--- config.mk ---
export PLATFORM = sky130hd
export DESIGN_NAME = pipe_hazard_ctrl
export DESIGN_NICKNAME = d
export VERILOG_FILES = /design/src/rtl/pipe_hazard_ctrl.sv
export SDC_FILE = /design/constraint.sdc
export NUM_CORES = 1
export LEC_CHECK = 0
export BUFFER_PORTS_ARGS = -buffer_cell sky130_fd_sc_hd__buf_4
export CAP_MARGIN = 0
export CORE_MARGIN = 4
export CORE_UTILIZATION = 47
export CTS_BUF_LIST = sky130_fd_sc_hd__clkbuf_2 sky130_fd_sc_hd__clkbuf_4 sky130_fd_sc_hd__clkbuf_8
export CTS_CLUSTER_SIZE = 10
export DETAILED_ROUTE_END_ITERATION = 10
export PLACE_DENSITY_LB_ADDON = 0.3
export SLEW_MARGIN = 40
export SYNTH_ARGS = -nofsm -noshare
export SYNTH_HDL_FRONTEND = slang
export SYNTH_SLANG_ARGS = --single-unit
--- constraint.sdc ---
create_clock -name clk -period 3.4 [get_ports clk]
set_input_delay 0.68 -clock clk [delete_from_list [all_inputs] [get_ports clk]]
set_output_delay 0.68 -clock clk [all_outputs]
set_load 0.005 [all_outputs]
--- src/rtl/pipe_hazard_ctrl.sv ---
// Hazard/sequencing controller for the 5-stage MIPS pipeline: forwarding, stall/flush, mem wait FSM.
// Ports: clk, reset (async, active-high), stage register ids, write/load flags, BranchD, PCSrcD,
//   dmem_req/dmem_ready in; Stall*, Flush*, Forward*, mem_err, stall_count out.
// Optional: define HAZARD_STALL_CNT_EN to enable the 32-bit stall_count counter (else tied to 0).
module pipe_hazard_ctrl #(
   parameter int MAX_WAIT = 15,
   parameter int CNT_W    = $clog2(MAX_WAIT + 1)
) (
   input  logic        clk,
   input  logic        reset,
   input  logic [4:0]  RsD,
   input  logic [4:0]  RtD,
   input  logic [4:0]  RsE,
   input  logic [4:0]  RtE,
   input  logic [4:0]  WriteRegE,
   input  logic [4:0]  WriteRegM,
   input  logic [4:0]  WriteRegW,
   input  logic        RegWriteE,
   input  logic        RegWriteM,
   input  logic        RegWriteW,
   input  logic        MemtoRegE,
   input  logic        MemtoRegM,
   input  logic        BranchD,
   input  logic        PCSrcD,
   input  logic        dmem_req,
   input  logic        dmem_ready,
   output logic        StallF,
   output logic        StallD,
   output logic        StallE,
   output logic        StallM,
   output logic        FlushD,
   output logic        FlushE,
   output logic        FlushW,
   output logic        ForwardAD,
   output logic        ForwardBD,
   output logic [1:0]  ForwardAE,
   output logic [1:0]  ForwardBE,
   output logic        mem_err,
   output logic [31:0] stall_count
);

   typedef enum logic [1:0] {RUN, WAIT, ERR} state_t;

   state_t           state, state_nx;
   logic [CNT_W-1:0] wait_cnt, cnt_nx;
   logic             lwstall, branchstall, memstall, stall_fd;

   // $0 is hardwired to zero, so it never creates a dependency.
   function automatic logic hit(input logic [4:0] src, input logic [4:0] dst);
      return (src != 5'd0) && (src == dst);
   endfunction

   function automatic logic [1:0] fwd_e(input logic [4:0] src);
      if (RegWriteM && hit(src, WriteRegM))      return 2'b10;
      else if (RegWriteW && hit(src, WriteRegW)) return 2'b01;
      else                                       return 2'b00;
   endfunction

   assign lwstall = MemtoRegE && (hit(RsD, RtE) || hit(RtD, RtE));

   assign branchstall = BranchD &&
      ((RegWriteE && (hit(RsD, WriteRegE) || hit(RtD, WriteRegE))) ||
       (MemtoRegM && (hit(RsD, WriteRegM) || hit(RtD, WriteRegM))));

   // State register
   always_ff @(posedge clk or posedge reset) begin
      if (reset) begin
         state    <= RUN;
         wait_cnt <= '0;
      end else begin
         state    <= state_nx;
         wait_cnt <= cnt_nx;
      end
   end

   // Next-state logic; a request dropped mid-wait is ignored until ready.
   always_comb begin
      state_nx = state;
      cnt_nx   = wait_cnt;
      unique case (state)
         RUN: begin
            if (dmem_req && !dmem_ready) begin
               state_nx = WAIT;
               cnt_nx   = CNT_W'(1);
            end
         end
         WAIT: begin
            if (dmem_ready) begin
               state_nx = RUN;
               cnt_nx   = '0;
            end else if (wait_cnt == CNT_W'(MAX_WAIT)) begin
               state_nx = ERR;
            end else begin
               cnt_nx = wait_cnt + CNT_W'(1);
            end
         end
         ERR:     state_nx = ERR;
         default: state_nx = RUN;
      endcase
   end

   // Outputs; everything is forced to its reset value while reset is held.
   always_comb begin
      memstall  = 1'b0;
      stall_fd  = 1'b0;
      mem_err   = 1'b0;
      StallF    = 1'b0;
      StallD    = 1'b0;
      StallE    = 1'b0;
      StallM    = 1'b0;
      FlushD    = 1'b0;
      FlushE    = 1'b1;
      FlushW    = 1'b0;
      ForwardAD = 1'b0;
      ForwardBD = 1'b0;
      ForwardAE = 2'b00;
      ForwardBE = 2'b00;
      if (!reset) begin
         unique case (state)
            RUN:     memstall = dmem_req & ~dmem_ready;
            WAIT:    memstall = ~dmem_ready;
            ERR:     memstall = 1'b1;
            default: memstall = 1'b0;
         endcase
         mem_err   = (state == ERR);
         stall_fd  = lwstall | branchstall | memstall;
         StallF    = stall_fd;
         StallD    = stall_fd;
         StallE    = memstall;
         StallM    = memstall;
         // A frozen D/E register must keep its contents.
         FlushE    = (lwstall | branchstall) & ~memstall;
         // Bubble into W so a held M instruction writes back once.
         FlushW    = memstall;
         FlushD    = PCSrcD & ~stall_fd;
         ForwardAD = RegWriteM && hit(RsD, WriteRegM);
         ForwardBD = RegWriteM && hit(RtD, WriteRegM);
         ForwardAE = fwd_e(RsE);
         ForwardBE = fwd_e(RtE);
      end
   end

`ifdef HAZARD_STALL_CNT_EN
   logic [31:0] cnt_q;

   always_ff @(posedge clk or posedge reset) begin
      if (reset)       cnt_q <= '0;
      else if (StallF) cnt_q <= cnt_q + 32'd1;
   end

   assign stall_count = cnt_q;
`else
   assign stall_count = '0;
`endif

endmodule

==> results.md, run 1 <==
- Status: completed
- Layout Cells excl Fill: 260
- Longest Clk Path Bufs: 2
- Multi-input logic area: just over 1000 um2
- Reg2Reg Depth: 7
- # rows: 19
- TritonRoute pass-1 iters: 4
- TritonCTS clock tree: done
- DRC viols: 0
- Share of layout cells above drive strength 1: 0.301
- Synth warn: 0
- Max FO, Critical Path: 3
- Crit end category: output pin
- H-tree levels: 1
- Final Critical Period: roughly 2.7 ns
- Final core occ: 0.605
- Max Cap Violations: 0
- Startpoint types: input pin
- Setup bufs post-CTS: 0
- Worst Skew: around 0.0025 ns
- Period utilisation layout: 0.782
- Clock sink count: 6
- Area Growth Syn to Fin: 23.2%
- RR Startpoint: wait_cnt[0]
- Clock share of power: 0.217
- Reg2reg end: wait_cnt[3]
- Syn Std Cell Area: 1350 um2
- Die X: between 60 and 70 um
- Global router's overall resource usage: 0.169
- Worst path cell trace: buf_4 > or4_1 > nor2_1 > nor4_1 > nor4_1 > buf_4
- Count of state elements after synthesis: 6
- Worst-path clk slew: approximately 0.04 ns
- HPWL after detailed placement: 2.84 mm
- Power density cells: about 180 nW/um2
- Largest net degree at the start of global routing: 12
- Share of power burned in registers: 0.252
- Worst Path Arrival: slightly below 2 ns
- Finish-stage setup viols: 0
- Antenna-violating nets left: 0
- RSZ-0062 raised after global routing: no
- Initial core utilization: 0.491
- Final hold viol count: 0
- Via/cell ratio: 4.88
- Num CTS Buffers: 3
- FMAX: between 0.3 and 0.4 GHz
- Yosys cell types: 32
- CTS Hold Bufs: 0
- Fillers: 285
- Post-DR wirelength/cell: between 10 and 15 um
- Register area: 150 um2
- Fin area: around 1700 um2
- Sequential-to-total area share from yosys stat: 0.111
- Ports: around 90
- Slew Viols, Final: 0
- P_sw: ~0.10 mW
- Net Sw Frac: 0.341
- Iter 0 DRT Violations: 47
- Vias in the first global route: 1,174
- Power Internal: 0.194 mW
- VDD IR max: 0.120 mV
- Initial antenna violation count: 0
- Total negative slack: 0 ns
- Reg2reg setup slack: 1.84 ns
- Mean Syn Cell Area: between 7 and 8 um2
- CP max stage cell: or4_1
- Minimum hold slack: about 0.43 ns
- Crit path kind: in -> out
- Routability cong.: between 0.7 and 0.8
- First-pass GRT wire length: just under 5 mm
- Worst Setup SP: RsE[1]
- Post-CTS Resized: 0
- Die height: approximately 62 um
- Hold WC Path Type: in -> async
- Mapped Cells: 179
- Comb power frac: 0.530
- Routed WL: 3.21 mm
- Ant diodes: 0
- Cell at the root of the clock tree: clkbuf_4
- Crit path to: ForwardAE[0]
- Dpl cell area: between 1500 and 2000 um2
- DR vias: between 1,000 and 1,500
- Worst-skew pair later-pin latency: approximately 0.25 ns
- # port buffers: 59
- Critical Path RT: between 2 and 3 ns
- Total core area: about 2800 um2
- CP peak stage delay: 0.51 ns
- Leak pwr: approximately 0.75 nW
- Die area: about 3800 um2
- Nets: around 280
- Placed cell count: roughly 260
- Grt ovf: 0
-- flip-flops by register name (all words and copies together) (netlist names) --
signal	flops
wait_cnt	4
state	2
-- worst max-delay path, delay by kind of cell --
family,cells,cell delay (ns)
buffers and inverters,2,0.29
AND/OR/NAND/NOR,4,1.00
-- layer usage --
metal,up-vias,GRT usage,wire length (um)
met1,564,0.209,1320
li1,635,-,-
met4,0,0.0364,22
met3,3,0.0398,380
met5,-,0,0
met2,66,0.296,1480
-- power by group through the flow --
| stage | Sequential, mW | Combinational, mW | Clock [mW] |
|---|---|---|---|
| 2_1_floorplan | 0.0748 | 0.112 | 0 |
| 3_3_place_gp | 0.0750 | 0.154 | 0 |
| 3_5_place_dp | 0.0750 | 0.156 | 0 |
| 4_1_cts | 0.0740 | 0.156 | 0.0684 |
| 5_1_grt | 0.0743 | 0.174 | 0.0710 |
| 6_report | 0.0741 | 0.156 | 0.0639 |
-- layout make-up --
cell class | instances | area share
clock buffers | 3 | 0.0135
inverters | 2 | 0.00450
multi-input cells | 159 | 0.603
flip-flops and latches | 6 | 0.0900
well taps | 31 | 0.0233
repair buffers | 59 | 0.266
-- synth_stat cells, drive strengths merged --
| library cell | instances | share of area |
|---|---|---|
| xor2 | 23 | 0.15 |
| o211ai | 1 | 0.0055 |
| nand3 | 2 | 0.0074 |
| a21boi | 1 | 0.0055 |
| o31ai | 1 | 0.0055 |
| nand2 | 12 | 0.033 |
| nor4 | 5 | 0.037 |
| a21oi | 5 | 0.021 |
| nor3 | 9 | 0.033 |
| dfrtp | 6 | 0.11 |
| nor2 | 11 | 0.036 |
| conb | 1 | 0.0028 |
| xnor2 | 28 | 0.18 |
| o21a | 1 | 0.0055 |
| buf | 41 | 0.22 |
| ha | 1 | 0.0092 |
| and3 | 1 | 0.0046 |
| nand4 | 13 | 0.060 |
| nor2b | 2 | 0.0092 |
| o21ai | 6 | 0.022 |
| inv | 2 | 0.0055 |
| nand2b | 1 | 0.0046 |
| clkbuf | 2 | 0.0055 |
| or4 | 2 | 0.014 |
| and2 | 2 | 0.010 |
-- worst min path at each step --
stage                     start     endpoint  slack [ns]  depth (start not counted)
floorplan                 reset     state[0]        0.50                          1
global placement    wait_cnt[0]  wait_cnt[0]        0.54                          1
detailed placement  wait_cnt[2]  wait_cnt[2]        0.55                          1
CTS                       reset  wait_cnt[0]        0.43                          2
global route              reset  wait_cnt[2]        0.45                          2
finish                    reset  wait_cnt[0]        0.43                          2
-- cells by family after synthesis --
group	count (synthesis)	share of synthesized area
xor+xnor	51	0.330
flops	6	0.111
simple gates	60	0.250
fa+ha+maj	1	0.00924
compound gates	15	0.0656
other cells	1	0.00277
buf+inv	45	0.232
-- cells in the final DEF (no fill, tap or decap) --
master,n
nand2b_1,1
xnor2_1,28
nand4_1,13
nor3_1,9
nand2_1,12
nor2b_1,2
o21ai_0,6
nor4_1,2
ha_1,1
dfrtp_1,6
and2_2,1
o211ai_1,1
a21oi_1,4
nor2_1,10
or4_4,1
clkbuf_4,3
nor2_4,1
o31ai_1,1
inv_1,2
nor4_2,3
a21oi_2,1
a21boi_1,1
conb_1,32
nand3_1,2
xor2_1,23
and2_1,1
and3_1,1
o21a_1,1
or4_1,1
buf_4,59
-- stage by stage --
stage	worst slack, ns	total power, mW
3_3_place_gp	0.760	0.229
3_5_place_dp	0.740	0.231
5_1_grt	0.632	0.320
6_report	0.741	0.294
2_1_floorplan	0.940	0.187
4_1_cts	0.724	0.299
No activity file was read; power rests on OpenSTA's default activity.
==> run 2: changes to the inputs <==
--- a/config.mk
+++ b/config.mk
@@ -8,7 +8,7 @@
 export BUFFER_PORTS_ARGS = -buffer_cell sky130_fd_sc_hd__buf_4
 export CAP_MARGIN = 0
 export CORE_MARGIN = 4
-export CORE_UTILIZATION = 47
+export CORE_UTILIZATION = 39
 export CTS_BUF_LIST = sky130_fd_sc_hd__clkbuf_2 sky130_fd_sc_hd__clkbuf_4 sky130_fd_sc_hd__clkbuf_8
 export CTS_CLUSTER_SIZE = 10
 export DETAILED_ROUTE_END_ITERATION = 10
==> constraint.sdc (replaced) <==
create_clock -name clk -period 2.2 [get_ports clk]
set_input_delay 0.44 -clock clk [delete_from_list [all_inputs] [get_ports clk]]
set_output_delay 0.44 -clock clk [all_outputs]
set_load 0.005 [all_outputs]
==> results.md, run 2 (synthesized netlist as in run 1, its figures left out) <==
- Status: completed
- TritonRoute pass-1 iters: 4
- Reg2reg setup slack: 0.63 ns
- Crit path to: FlushD
- Worst Path Arrival: between 1.5 and 2 ns
- Leak pwr: 0.782 nW
- Crit end category: output pin
- CP max stage cell: a21oi_2
- Max Cap Violations: 0
- Longest Clk Path Bufs: 2
- Ports: just over 90
- TritonCTS clock tree: done
- # rows: 21
- VDD IR max: approximately 0.17 mV
- Reg2reg end: wait_cnt[3]
- Num CTS Buffers: 3
- Commonest cells after routing, fill and taps aside: buf_4 (62), conb_1 (32), xnor2_1 (28)
- Startpoint types: input pin
- RSZ-0062 raised after global routing: yes
- Reg2Reg Depth: 7
- Initial core utilization: 0.406
- Ant diodes: 0
- Nets: ~280
- Power density cells: ~260 nW/um2
- Vias in the first global route: between 1,000 and 1,500
- Dpl cell area: 1690 um2
- Worst-skew pair later-pin latency: 0.25 ns
- Finish-stage setup viols: 0
- RR Startpoint: wait_cnt[0]
- FMAX: ~0.47 GHz
- Critical Path RT: 1.76 ns
- Largest net degree at the start of global routing: 12
- Worst Skew: between 0.007 and 0.008 ns
- Antenna-violating nets left: 0
- HPWL after detailed placement: approximately 2.9 mm
- Total power: about 0.47 mW
- Max FO, Critical Path: 4
- Top flop regs: wait_cnt x4, state x2
- DR vias: between 1,000 and 1,500
- Minimum hold slack: roughly 0.18 ns
- Hold WC Path Type: in -> async
- CTS Hold Bufs: 0
- Via/cell ratio: approximately 4.5
- Clock sink count: 6
- Worst Setup SP: WriteRegM[1]
- Worst path cell trace: buf_4 > xor2_1 > nor3_1 > nand4_1 > a21oi_2 > nor4_4 > and3_1 > buf_4
- Cell at the root of the clock tree: clkbuf_4
- Max reg flops: 4
- Total core area: roughly 3300 um2
- Top reg by flops: wait_cnt
- Share of layout cells above drive strength 1: 0.363
- Routability cong.: 0.842
- Global router's overall resource usage: 0.146
- CP peak stage delay: 0.23 ns
- PnR worst setup slack: 0.0618 ns
- Grt ovf: 0
- Most common cell after layout, fill and taps aside: buf_4
- Area Growth Syn to Fin: 32.0%
- Crit path kind: in -> out
- H-tree levels: 1
- # port buffers: a little under 60
- Initial antenna violation count: 0
- Post-DR wirelength/cell: between 10 and 15 um
- Period utilisation layout: 0.972
- Slew Viols, Final: 0
- Most Frequent Cell on Critical Path: buf_4
- Die area: around 4500 um2
- First-pass GRT wire length: roughly 5.2 mm
- Iter 0 DRT Violations: 66
- Die X: around 67 um
- Worst-path clk slew: about 0.05 ns
- Final hold viol count: 0
- DRC viols: 0
- Routed WL: 3.44 mm
- Fin area: roughly 1800 um2
- Final Critical Period: about 2.1 ns
- Setup WS pre-CTS: 0.0262 ns
- Die height: approximately 67 um
## run 2: worst min path at each step
| stage | startpoint | to | slack [ns] | depth (start not counted) |
|---|---|---|---|---|
| after detailed placement | reset | state[1] | 0.47 | 2 |
| final | reset | state[1] | 0.18 | 2 |
| after floorplan | reset | state[0] | 0.26 | 1 |
| after CTS | reset | state[1] | 0.19 | 2 |
| after global routing | reset | state[1] | 0.22 | 2 |
| after global placement | reset | state[1] | 0.48 | 2 |
## run 2: routing by layer
| metal | GRT usage | share of wire | vias to the layer above |
|---|---|---|---|
| li1 | - | - | 646 |
| met1 | 0.202 | 0.43 | 564 |
| met2 | 0.241 | 0.47 | 63 |
| met3 | 0.0219 | 0.10 | 0 |
| met4 | 0.0228 | 0 | 0 |
| met5 | 0 | 0 | - |
## run 2: area by class of cell
| cell class | count | area, um2 |
|---|---|---|
| Clock buffer | 3 | 22.5 |
| Tap cell | 46 | 57.6 |
| Sequential cell | 6 | 151 |
| Inverter | 2 | 7.51 |
| Timing Repair Buffer | 64 | 488 |
| Fill cell | 337 | 1550 |
| Multi-Input combinational cell | 159 | 1060 |
## run 2: worst max-delay path: cells and delay by family
kind | cells | cell delay, ns
AO/OA/AOI/OAI | 1 | 0.23
XOR/XNOR | 1 | 0.15
buffers and inverters | 2 | 0.27
AND/OR/NAND/NOR | 4 | 0.60
## run 2: power breakdown
part / leakage, nW / total, mW / switching, mW / internal, mW
clock network: 0.0138 / 0.105 / 0.0432 / 0.0619
logic: 0.695 / 0.252 / 0.123 / 0.129
registers: 0.0735 / 0.114 / 0.00170 / 0.113
total: 0.782 / 0.471 / 0.168 / 0.304
## run 2: stage by stage
| step | utilization | TNS (ns) | instances |
|---|---|---|---|
| 3_3_place_gp | 0.505 | -0.00137 | 275 |
| 3_5_place_dp | 0.505 | 0 | 275 |
| 5_1_grt | 0.535 | -0.0355 | 280 |
| 2_1_floorplan | - | 0 | 210 |
| 6_report | 0.535 | 0 | 280 |
| 4_1_cts | 0.512 | 0 | 278 |
## run 2: repair_timing
action                                  in CTS  in global routing
buffers inserted                             0                  2
resized for setup                            0                 16
endpoints found under the setup margin       0                  5
==> run 3: changes to the inputs <==
--- a/config.mk
+++ b/config.mk
@@ -7,6 +7,7 @@
 export LEC_CHECK = 0
 export BUFFER_PORTS_ARGS = -buffer_cell sky130_fd_sc_hd__buf_4
 export CAP_MARGIN = 0
+export CORE_ASPECT_RATIO = 1.75
 export CORE_MARGIN = 4
 export CORE_UTILIZATION = 39
 export CTS_BUF_LIST = sky130_fd_sc_hd__clkbuf_2 sky130_fd_sc_hd__clkbuf_4 sky130_fd_sc_hd__clkbuf_8
==> results.md, run 3 (synthesized netlist as in run 1, its figures left out) <==
- Status: completed
- Global router's overall resource usage: 0.154
- CP max stage cell: a21oi_2
- FMAX: approximately 0.47 GHz
- TritonRoute pass-1 iters: 4
- Power density cells: a little under 300 nW/um2
- Initial antenna violation count: 0
- # port buffers: just under 60
- Total power: 0.537 mW
- Max reg flops: 4
- Share of layout cells above drive strength 1: 0.361
- VDD IR max: 0.325 mV
- Share of power burned in registers: 0.214
- Multi-input logic area: 1040 um2
- Die X: roughly 53 um
- Dpl cell area: 1690 um2
- Finish-stage setup viols: 0
- Worst Skew: approximately 0.0031 ns
- Most Frequent Cell on Critical Path: buf_4
- Clock share of power: 0.300
- Power Internal: around 0.37 mW
- Nets: roughly 290
- Largest net degree at the start of global routing: 12
- Routability cong.: 0.817
- Period utilisation layout: 0.970
- CTS Hold Bufs: 0
- Top flop regs: wait_cnt x4, state x2
- # rows: 28
- Clock sink count: 6
- Met2 routed WL: between 2 and 2.5 mm
- Commonest cells after routing, fill and taps aside: buf_4 (62), conb_1 (32), xnor2_1 (28)
- WL met3: about 280 um
- RR Startpoint: wait_cnt[0]
- Worst-path clk slew: ~0.04 ns
- Ant diodes: 0
- Cell at the root of the clock tree: clkbuf_8
- Die area: 4510 um2
- Iter 0 DRT Violations: 12
- Area Growth Syn to Fin: 35.3%
- Worst-skew pair later-pin latency: 0.22 ns
- Fillers: between 300 and 400
- Crit path kind: in -> out
- Leak pwr: slightly above 0.8 nW
- Slew Viols, Final: 0
- Worst Setup SP: WriteRegM[0]
- Initial core utilization: 0.403
- RSZ-0062 raised after global routing: yes
- Max Cap Violations: 0
- Grt ovf: 0
- DRC viols: 0
- Comb power frac: 0.486
- Final Critical Period: around 2.1 ns
- Hold WC Path Type: in -> async
- Top reg by flops: wait_cnt
- Routed WL: approximately 3.6 mm
- Num CTS Buffers: 3
- Via/cell ratio: 4.61
- Post-DR wirelength/cell: about 13 um
- P_sw: approximately 0.17 mW
- Fin area: about 1800 um2
- Crit end category: output pin
- Antenna-violating nets left: 0
- Uppermost layer routed: met4
- CP peak stage delay: 0.22 ns
- First-pass GRT wire length: 5.40 mm
- Max FO, Critical Path: 4
- DR vias: between 1,000 and 1,500
- Total core area: ~3400 um2
- HPWL after detailed placement: a little over 3 mm
- Critical Path RT: about 1.8 ns
- Final hold viol count: 0
- WL met1: between 1 and 1.5 mm
- Worst path cell trace: buf_4 > xor2_1 > nor3_1 > nand4_1 > a21oi_2 > nor4_2 > and3_1 > buf_4
- Startpoint types: input pin
- Register area: between 150 and 200 um2
- Longest Clk Path Bufs: 2
- H-tree levels: 1
- Die height: 85.9 um
- Most common cell after layout, fill and taps aside: buf_4
- TritonCTS clock tree: done
- Vias in the first global route: 1,237
- Net Sw Frac: 0.316
- Worst Path Arrival: roughly 1.7 ns
- Final core occ: 0.545
- Ports: 92
==> run 3: final cells by class <==
cell class,count,share of cell area
sequential,6,0.0820
tap,45,0.0307
clock buffer,3,0.0225
multi-input combinational,159,0.568
timing repair buffer,68,0.293
inverter,2,0.00410
==> run 3: final timing paths <==
check	endpoint	slack (ns)	depth (start not counted)
setup / recovery	FlushD	0.07	8
hold / removal	wait_cnt[0]	0.22	2
min in group clk	state[1]	0.44	2
max in group asynchronous	state[0]	1.73	2
setup reg to reg	wait_cnt[3]	0.61	7
hold reg to reg	wait_cnt[2]	0.54	1
==> run 3: worst max-delay path, delay by kind of cell <==
kind | cells | cell delay, ns
buffers and inverters | 2 | 0.27
AND/OR/NAND/NOR | 4 | 0.60
XOR/XNOR | 1 | 0.16
AO/OA/AOI/OAI | 1 | 0.22
==> run 3: repair_timing <==
| item | 4_1_cts | 5_1_grt |
|---|---|---|
| resized for setup | 1 | 16 |
| buffers inserted | 0 | 5 |
| endpoints found under the setup margin | 1 | 7 |
| pin swaps | 0 | 12 |
==> run 3: per-stage QoR <==
step / instances / worst slack (ns) / TNS (ns) / hold slack (ns)
final: 283 / 0.0664 / 0 / 0.217
after global routing: 283 / -0.0232 / -0.0600 / 0.250
after CTS: 278 / 0.0204 / 0 / 0.218
after detailed placement: 275 / -0.0160 / -0.0160 / 0.452
after global placement: 275 / -0.0155 / -0.0155 / 0.458
after floorplan: 210 / 0.220 / 0 / 0.260
==> run 3: routing by layer <==
metal  global-route usage  vias to the layer above
li1                     -                      652
met1                0.165                      594
met2                0.291                       53
met3               0.0191                        7
met4               0.0558                        0
met5                    0                        -
==> run 3: power by group through the flow <==
| stage | Sequential [mW] | Clock, mW | Combinational (mW) |
|---|---|---|---|
| floorplan | 0.116 | 0 | 0.173 |
| CTS | 0.115 | 0.166 | 0.246 |
| global placement | 0.116 | 0 | 0.243 |
| detailed placement | 0.116 | 0 | 0.245 |
| global route | 0.115 | 0.177 | 0.288 |
| finish | 0.115 | 0.161 | 0.261 |
